**src/rtl/pwm_fade_ctrl_if.sv**
```systemverilog
// pwm_fade_ctrl_if: target/load and PWM/duty/status signals of the fade controller.
// Latency: none, this is just the bundle of wires.
// Backpressure: none; LOAD is a one-cycle strobe that is always accepted.
// Signals: target0/target1/load flow master->slave; pwm0/pwm1/duty0/duty1/busy/period_end flow slave->master.
interface pwm_fade_ctrl_if;
    logic [7:0] target0;
    logic [7:0] target1;
    logic       load;
    logic       pwm0;
    logic       pwm1;
    logic [7:0] duty0;
    logic [7:0] duty1;
    logic       busy;
    logic       period_end;

    modport master (
        output target0, target1, load,
        input  pwm0, pwm1, duty0, duty1, busy, period_end
    );

    modport slave (
        input  target0, target1, load,
        output pwm0, pwm1, duty0, duty1, busy, period_end
    );
endinterface

```
**src/rtl/pwm_fade_ctrl.sv**
```systemverilog
// pwm_fade_ctrl: two-channel PWM whose applied duty fades toward host-loaded targets in fixed steps.
// Latency: counter to pin 1 cycle; LOAD/tick to BUSY 1 cycle; duty changes only on step ticks at a period wrap.
// Backpressure: none; LOAD is taken on any cycle and a newer target replaces the older one, even mid-fade.
// Ports: clk_i; rst_i (synchronous, active-high); bus = pwm_fade_ctrl_if.slave
//        (target0/target1/load in; pwm0/pwm1/duty0/duty1/busy/period_end out).
// Option macro PWM_FADE_GAMMA_EN: square-law mapping from linear duty to compared duty (duty outputs stay linear).
module pwm_fade_ctrl #(
    parameter int unsigned CNT_W      = 13,
    parameter int unsigned PERIOD_MAX = 32'h1FDF,
    parameter int unsigned STEP_DIV   = 16,
    parameter int unsigned STEP       = 1
) (
    input  logic           clk_i,
    input  logic           rst_i,
    pwm_fade_ctrl_if.slave bus
);
    typedef enum logic [1:0] { ST_IDLE, ST_UP, ST_DOWN } fade_st_e;

    localparam logic [CNT_W-1:0] PMAX     = CNT_W'(PERIOD_MAX);
    localparam logic [7:0]       DIV_LAST = 8'(STEP_DIV - 1);
    localparam logic [8:0]       STEP9    = 9'(STEP);

    logic [CNT_W-1:0] cnt_q, cnt_d;
    logic             period_end_q, period_end_d;
    logic [7:0]       presc_q, presc_d;
    logic             tick;
    logic [1:0][7:0]  target_q, target_d;
    logic [1:0][7:0]  duty_q, duty_d;
    logic [1:0][7:0]  eff;
    fade_st_e         st_q [2];
    fade_st_e         st_d [2];
    logic [1:0]       pwm_q, pwm_d;
    logic             busy_q, busy_d;
    logic [7:0]       cmp;
`ifdef PWM_FADE_GAMMA_EN
    logic [1:0][15:0] sq;
`endif

    // Saturating moves: 9-bit compares so the result never passes the target or wraps.
    function automatic logic [7:0] step_up(input logic [7:0] d, input logic [7:0] t);
        if (({1'b0, d} + STEP9) >= {1'b0, t}) return t;
        return d + STEP9[7:0];
    endfunction

    function automatic logic [7:0] step_down(input logic [7:0] d, input logic [7:0] t);
        if ({1'b0, d} <= ({1'b0, t} + STEP9)) return t;
        return d - STEP9[7:0];
    endfunction

    // Period counter, period-end pulse and step prescaler.
    always_comb begin
        cnt_d        = (cnt_q == PMAX) ? '0 : cnt_q + CNT_W'(1);
        period_end_d = (cnt_d == PMAX);
        // period_end_q is high exactly while cnt_q == PMAX, so a tick edge is also the wrap edge.
        tick         = period_end_q && (presc_q == DIV_LAST);
        presc_d      = presc_q;
        if (period_end_q) begin
            presc_d = tick ? 8'd0 : presc_q + 8'd1;
        end
        target_d = bus.load ? {bus.target1, bus.target0} : target_q;
    end

    // Per-channel fade FSM. The tick evaluates against target_q, so a LOAD landing on the
    // tick edge only takes effect from the following tick. Leaving IDLE moves on that same tick.
    always_comb begin
        for (int c = 0; c < 2; c++) begin
            st_d[c]   = st_q[c];
            duty_d[c] = duty_q[c];
            if (tick) begin
                unique case (st_q[c])
                    ST_IDLE: begin
                        if (target_q[c] > duty_q[c]) begin
                            st_d[c]   = ST_UP;
                            duty_d[c] = step_up(duty_q[c], target_q[c]);
                        end else if (target_q[c] < duty_q[c]) begin
                            st_d[c]   = ST_DOWN;
                            duty_d[c] = step_down(duty_q[c], target_q[c]);
                        end
                    end
                    ST_UP: begin
                        if (target_q[c] < duty_q[c]) begin
                            st_d[c]   = ST_DOWN;
                            duty_d[c] = step_down(duty_q[c], target_q[c]);
                        end else begin
                            duty_d[c] = step_up(duty_q[c], target_q[c]);
                        end
                    end
                    ST_DOWN: begin
                        if (target_q[c] > duty_q[c]) begin
                            st_d[c]   = ST_UP;
                            duty_d[c] = step_up(duty_q[c], target_q[c]);
                        end else begin
                            duty_d[c] = step_down(duty_q[c], target_q[c]);
                        end
                    end
                    default: st_d[c] = ST_IDLE;
                endcase
                if (duty_d[c] == target_q[c]) begin
                    st_d[c] = ST_IDLE;
                end
            end
        end
    end

    // Comparator on the top 8 counter bits; pin is registered (one cycle behind the counter).
    always_comb begin
        cmp = cnt_q[CNT_W-1 -: 8];
        for (int c = 0; c < 2; c++) begin
`ifdef PWM_FADE_GAMMA_EN
            sq[c]  = {8'd0, duty_q[c]} * {8'd0, duty_q[c]};
            eff[c] = (duty_q[c] == 8'hFF) ? 8'hFF : sq[c][15:8];
`else
            eff[c] = duty_q[c];
`endif
            pwm_d[c] = (cmp < eff[c]);
        end
        busy_d = (duty_d[0] != target_d[0]) || (duty_d[1] != target_d[1]);
    end

    always_ff @(posedge clk_i) begin
        if (rst_i) begin
            cnt_q        <= '0;
            period_end_q <= 1'b0;
            presc_q      <= '0;
            target_q     <= '0;
            duty_q       <= '0;
            pwm_q        <= '0;
            busy_q       <= 1'b0;
            st_q[0]      <= ST_IDLE;
            st_q[1]      <= ST_IDLE;
        end else begin
            cnt_q        <= cnt_d;
            period_end_q <= period_end_d;
            presc_q      <= presc_d;
            target_q     <= target_d;
            duty_q       <= duty_d;
            pwm_q        <= pwm_d;
            busy_q       <= busy_d;
            st_q[0]      <= st_d[0];
            st_q[1]      <= st_d[1];
        end
    end

    assign bus.pwm0       = pwm_q[0];
    assign bus.pwm1       = pwm_q[1];
    assign bus.duty0      = duty_q[0];
    assign bus.duty1      = duty_q[1];
    assign bus.busy       = busy_q;
    assign bus.period_end = period_end_q;
endmodule

```
**src/flat_wrapper.sv**
```systemverilog
// flat-port wrapper written by rule: the top's interface ports become plain ports
module pwm_fade_ctrl_flat 
#(
    parameter int unsigned CNT_W      = 13,
    parameter int unsigned PERIOD_MAX = 32'h1FDF,
    parameter int unsigned STEP_DIV   = 16,
    parameter int unsigned STEP       = 1
)
  (clk_i, rst_i, bus_target0, bus_target1, bus_load, bus_pwm0, bus_pwm1, bus_duty0, bus_duty1, bus_busy, bus_period_end);
  pwm_fade_ctrl_if bus_i ();
  input  logic clk_i;
  input  logic rst_i;
  input wire logic [$bits(bus_i.target0)-1:0] bus_target0;
  input wire logic [$bits(bus_i.target1)-1:0] bus_target1;
  input wire logic [$bits(bus_i.load)-1:0] bus_load;
  output wire logic [$bits(bus_i.pwm0)-1:0] bus_pwm0;
  output wire logic [$bits(bus_i.pwm1)-1:0] bus_pwm1;
  output wire logic [$bits(bus_i.duty0)-1:0] bus_duty0;
  output wire logic [$bits(bus_i.duty1)-1:0] bus_duty1;
  output wire logic [$bits(bus_i.busy)-1:0] bus_busy;
  output wire logic [$bits(bus_i.period_end)-1:0] bus_period_end;
  assign bus_i.target0 = bus_target0;
  assign bus_i.target1 = bus_target1;
  assign bus_i.load = bus_load;
  assign bus_pwm0 = bus_i.pwm0;
  assign bus_pwm1 = bus_i.pwm1;
  assign bus_duty0 = bus_i.duty0;
  assign bus_duty1 = bus_i.duty1;
  assign bus_busy = bus_i.busy;
  assign bus_period_end = bus_i.period_end;
  pwm_fade_ctrl #(.CNT_W(CNT_W), .PERIOD_MAX(PERIOD_MAX), .STEP_DIV(STEP_DIV), .STEP(STEP)) u_core (.clk_i(clk_i), .rst_i(rst_i), .bus(bus_i));
endmodule
```
**config.mk**
```make
export PLATFORM = sky130hd
export DESIGN_NAME = pwm_fade_ctrl_flat
export DESIGN_NICKNAME = d
export VERILOG_FILES = /design/src/rtl/pwm_fade_ctrl_if.sv /design/src/rtl/pwm_fade_ctrl.sv /design/src/flat_wrapper.sv
export SDC_FILE = /design/constraint.sdc
export NUM_CORES = 1
export LEC_CHECK = 0
export CORE_MARGIN = 3
export CORE_UTILIZATION = 30
export DETAILED_ROUTE_END_ITERATION = 10
export PLACE_DENSITY = 0.44
export RECOVER_POWER = 100
export REMOVE_ABC_BUFFERS = 1
export SYNTH_ARGS = -nofsm -noshare
export SYNTH_HDL_FRONTEND = slang
export SYNTH_SLANG_ARGS = --single-unit
```
**constraint.sdc**
```tcl
create_clock -name clk_i -period 9.6 [get_ports clk_i]
set_input_delay 2.88 -clock clk_i [delete_from_list [all_inputs] [get_ports clk_i]]
set_output_delay 2.88 -clock clk_i [all_outputs]
set_load 0.1 [all_outputs]
```
==> impl_summary.txt <==
----------------------------------------------------
[Timing]
  Final total negative setup slack ... 0 ns
  Final setup viols ... 0
  Max Transition Viols Final ... 56
  Setup repair after global routing missed its margin ... no
  Number of hold violations in the final report ... 0
  Actual transition at the worst max-transition pin ... 2.68 ns
  Maximum clock rate ... 149 MHz
  Hold slack final ... 0.473 ns
  Final worst clock skew ... 0.0113 ns
  Final worst setup slack ... 2.90 ns
  Share of the cycle needed by the critical path after routing ... between 60% and 70%
  Minimum clock period after layout ... around 6.7 ns
  Normalized max-slew margin ... -78.4%

[Pwr]
  Leakage component of the power ... 2.88 nW
  Total net switching power ... 0.299 mW
  Pwr/cell area ... between 100 and 150 nW/um^2
  Proportion of power drawn by combinational gates ... a little over a quarter
  Switch share ... 34.1%
  Part of the power in registers ... 31.1%
  Maximum resistive drop on vdd ... 0.0826 mV
  Clock group share of total power ... a little over two fifths
  Int Pwr ... 0.578 mW

[Clock network]
  Buffer levels on the longest clock path ... 2
  Clock Tree Root ... sky130_fd_sc_hd__clkbuf_16
  Post-CTS Resized ... 0
  Count of hold buffers inserted by post-cts repair ... 0
  Clock-pin slew on the worst setup and hold paths ... 0.06 ns
  Clock Latency Late Sink ... 0.34 ns
  CTS tree ... done
  Setup repair bufs after CTS ... 0
  H-tree depth ... 3
  TritonCTS sink count ... 61
  Clock buffers created by TritonCTS ... 9

[Routing]
  Vias per std cell ... 5.84
  Violation count after the first detailed-routing iteration ... ~600
  Avg WL per Cell ... 21.5 microns
  Detailed-route DRC error count ... 0
  Routed via count ... between 6000 and 7000
  Routed Antenna Nets ... 0
  Number of iterations in the first detailed-routing pass ... 4
  Routed wire length ... about 25000 microns

[Global route]
  Initial antenna violation count ... 0
  Overall Global Routing Usage ... between 20% and 30%
  Via count of the first global-routing pass ... 6564
  First-pass GRT wire length ... 39500 microns
  Sum of overflow across all layers after global routing ... 0
  Pin count of the biggest net entering global routing ... between 50 and 60

[Synthesis]
  #FFs+latches synth ... about 60
  Main area contributors after synthesis ... sky130_fd_sc_hd__dfxtp_1 18%, sky130_fd_sc_hd__ha_1 13%, sky130_fd_sc_hd__xnor2_1 6.0%
  Commonest register cell after synthesis ... sky130_fd_sc_hd__dfxtp_1
  Synthesized area ... 6680 sq um
  Synth Instances ... 875
  Sequential element share of the synthesized area ... between 10% and 20%
  Avg Cell Area, Syn ... 7.64 sq um
  Cell variety after synth ... 85
  Yosys warning count ... 0
  Number of synthesized flops with an enable pin ... 0
  Top cell type's share of synthesized area ... 18.3%
  Top cell type by total area after synthesis ... sky130_fd_sc_hd__dfxtp_1
  Async set or reset register ratio after synthesis ... 0%

[Place]
  DPL Wire Length ... 19600 microns
  Place WS ... 3.61 ns
  Global placer's final weighted congestion ... 0.938
  Placement Cell Area ... 7300 sq um
  Count of input and output buffers ... 38

[Setup path]
  Arrival time of data at the critical path endpoint ... 6.78 ns
  Worst setup path category ... primary input to flop
  Required time reported for the critical path endpoint ... 9.68 ns
  Maximum net fanout on the critical path ... 17
  Capturing element type of the critical path ... flop
  Nature of the critical path startpoint ... primary input

[Status]
  Outcome ... finished, violations left
  Violations in the final reports ... capacitance limit, slew limit

[Die]
  Std-Cell Rows ... 53
  Width of the chip ... 155 microns
  Initial Util ... 31.2%
  Height of the die ... 155 microns
  Core area ... roughly 21000 sq um
  Top-Level Pins ... 39
  Floorplan die area ... 24100 sq um

[Final layout]
  Area grow syn2layout ... 14.1%
  Share of cells above drive strength 1 ... 6.56%
  Nets ... 985
  Diodes inserted ... 0
  Post-Layout Inst Area ... 7630 sq um

[Min path]
  Classification of the worst-slack hold path ... flop to flop

[Run]
  Max Cap Viol ... 1

----------------------------------------------------
sequential cells by signal (all words and copies together), names as in the netlist:
name and flops:
u_core.bus.period_end 1, u_core.presc_q 8, u_core.bus.busy 1, u_core.bus.duty1 8, u_core.cnt_q 13, u_core.target_q 16, u_core.st_q 4, u_core.pwm_q 2
u_core.bus.duty0 8
area by class of cell:
class                   count  area [sq um]
repair buffers             46           428
flip-flops and latches     61          1220
clock inverters             7           105
multi-input cells         728          5120
inverters                  49           184
clock buffers               9           225
well taps                 275           344
fillers                  2312         13800
final timing paths:
check / startpoint / slack (ns) / depth (start not counted) / end
max: bus_load / 2.90 / 12 / u_core.bus.busy
min: u_core.cnt_q[0] / 0.47 / 1 / u_core.cnt_q[0]
max reg2reg: u_core.target_q[1] / 4.33 / 14 / u_core.bus.busy
min reg2reg: u_core.cnt_q[0] / 0.47 / 1 / u_core.cnt_q[0]
through the flow:
step,utilization [%],power [mW],cells
final,35.6,0.877,1175
after global routing,35.6,0.920,1175
after CTS,35.6,0.883,1175
after detailed placement,34.1,0.511,1159
after global placement,34.1,0.516,1159
after floorplan,-,0.433,838
power groups by stage:
stage	sequential (mW)	clock [mW]	combinational (mW)
floorplan	0.273	0	0.160
global placement	0.278	0	0.237
detailed placement	0.278	0	0.233
CTS	0.273	0.375	0.235
global route	0.274	0.386	0.260
finish	0.273	0.365	0.239
cell usage after synthesis, types with 4 or more instances:
cell type / number
sky130_fd_sc_hd__a221oi_1: 4
sky130_fd_sc_hd__or3_1: 6
sky130_fd_sc_hd__a2111oi_0: 8
sky130_fd_sc_hd__o211ai_1: 9
sky130_fd_sc_hd__and2_1: 5
sky130_fd_sc_hd__xor2_1: 14
sky130_fd_sc_hd__o22ai_1: 9
sky130_fd_sc_hd__nor2_1: 94
sky130_fd_sc_hd__buf_2: 9
sky130_fd_sc_hd__o21ai_1: 4
sky130_fd_sc_hd__nand2_1: 49
sky130_fd_sc_hd__nor3_1: 34
sky130_fd_sc_hd__nand2b_1: 13
sky130_fd_sc_hd__a211o_1: 8
sky130_fd_sc_hd__nand4_1: 12
sky130_fd_sc_hd__o21a_1: 5
sky130_fd_sc_hd__clkbuf_1: 24
sky130_fd_sc_hd__a31oi_1: 9
sky130_fd_sc_hd__xnor2_1: 46
sky130_fd_sc_hd__and3_1: 13
sky130_fd_sc_hd__a211oi_1: 14
sky130_fd_sc_hd__o211a_1: 6
sky130_fd_sc_hd__a21oi_1: 53
sky130_fd_sc_hd__dfxtp_1: 61
sky130_fd_sc_hd__a22oi_1: 9
sky130_fd_sc_hd__ha_1: 71
sky130_fd_sc_hd__o221ai_1: 9
sky130_fd_sc_hd__o31ai_1: 8
sky130_fd_sc_hd__inv_1: 49
sky130_fd_sc_hd__and4_1: 4
sky130_fd_sc_hd__nor4_1: 6
sky130_fd_sc_hd__a21o_1: 11
sky130_fd_sc_hd__nor2b_1: 10
sky130_fd_sc_hd__mux2i_1: 21
sky130_fd_sc_hd__nand4b_1: 5
sky130_fd_sc_hd__o21ai_0: 43
sky130_fd_sc_hd__a32oi_1: 8
sky130_fd_sc_hd__nand3_1: 40
cell usage in the layout (no fill, tap or decap), types with 5 or more instances in the layout:
cell                               n
sky130_fd_sc_hd__nor2_1           94
sky130_fd_sc_hd__ha_1             71
sky130_fd_sc_hd__dfxtp_1          61
sky130_fd_sc_hd__a21oi_1          53
sky130_fd_sc_hd__inv_1            49
sky130_fd_sc_hd__nand2_1          49
sky130_fd_sc_hd__xnor2_1          46
sky130_fd_sc_hd__o21ai_0          43
sky130_fd_sc_hd__nand3_1          40
sky130_fd_sc_hd__nor3_1           34
sky130_fd_sc_hd__mux2i_1          21
sky130_fd_sc_hd__dlygate4sd3_1    20
sky130_fd_sc_hd__clkdlybuf4s50_1  17
sky130_fd_sc_hd__xor2_1           14
sky130_fd_sc_hd__a211oi_1         14
sky130_fd_sc_hd__and3_1           13
sky130_fd_sc_hd__nand2b_1         13
sky130_fd_sc_hd__nand4_1          12
sky130_fd_sc_hd__a21o_1           11
sky130_fd_sc_hd__nor2b_1          10
sky130_fd_sc_hd__a31oi_1           9
sky130_fd_sc_hd__a22oi_1           9
sky130_fd_sc_hd__o211ai_1          9
sky130_fd_sc_hd__o221ai_1          9
sky130_fd_sc_hd__o22ai_1           9
sky130_fd_sc_hd__clkbuf_16         9
sky130_fd_sc_hd__a211o_1           8
sky130_fd_sc_hd__o31ai_1           8
sky130_fd_sc_hd__a32oi_1           8
sky130_fd_sc_hd__a2111oi_0         8
sky130_fd_sc_hd__nor4_1            6
sky130_fd_sc_hd__o211a_1           6
sky130_fd_sc_hd__or3_1             6
sky130_fd_sc_hd__buf_4             6
sky130_fd_sc_hd__nand4b_1          5
sky130_fd_sc_hd__o21a_1            5
routing by layer:
metal	vias up	track usage, %	share of wire [%]
met5	-	0	0
met4	0	5.50	2.1
met3	34	5.23	6.7
met2	223	30.7	42
met1	3279	30.3	49
li1	3331	-	-
worst max-delay path, stage by stage:
cell and delay [ns]:
sky130_fd_sc_hd__clkdlybuf4s50_1 0.45, sky130_fd_sc_hd__clkbuf_1 1.07, sky130_fd_sc_hd__mux2i_1 0.43, sky130_fd_sc_hd__a22oi_1 0.38
sky130_fd_sc_hd__a31oi_1 0.12, sky130_fd_sc_hd__a31oi_1 0.16, sky130_fd_sc_hd__o211a_1 0.18, sky130_fd_sc_hd__o221ai_1 0.11
sky130_fd_sc_hd__a211o_1 0.29, sky130_fd_sc_hd__a2111oi_0 0.34, sky130_fd_sc_hd__and4_1 0.25, sky130_fd_sc_hd__a41oi_1 0.09
cells by family after synthesis:
family                     count (synthesis)  synth area share, %
AOI/OAI and AO/OA                        260                 27.7
xor gates and xnor gates                  60                 7.86
adders and majority gates                 71                 13.3
buffers and inverters                     86                 5.11
DFF                                       61                 18.3
muxes                                     22                 3.31
and+or+nand+nor                          315                 24.4
Power figures use the tool's default switching activity.
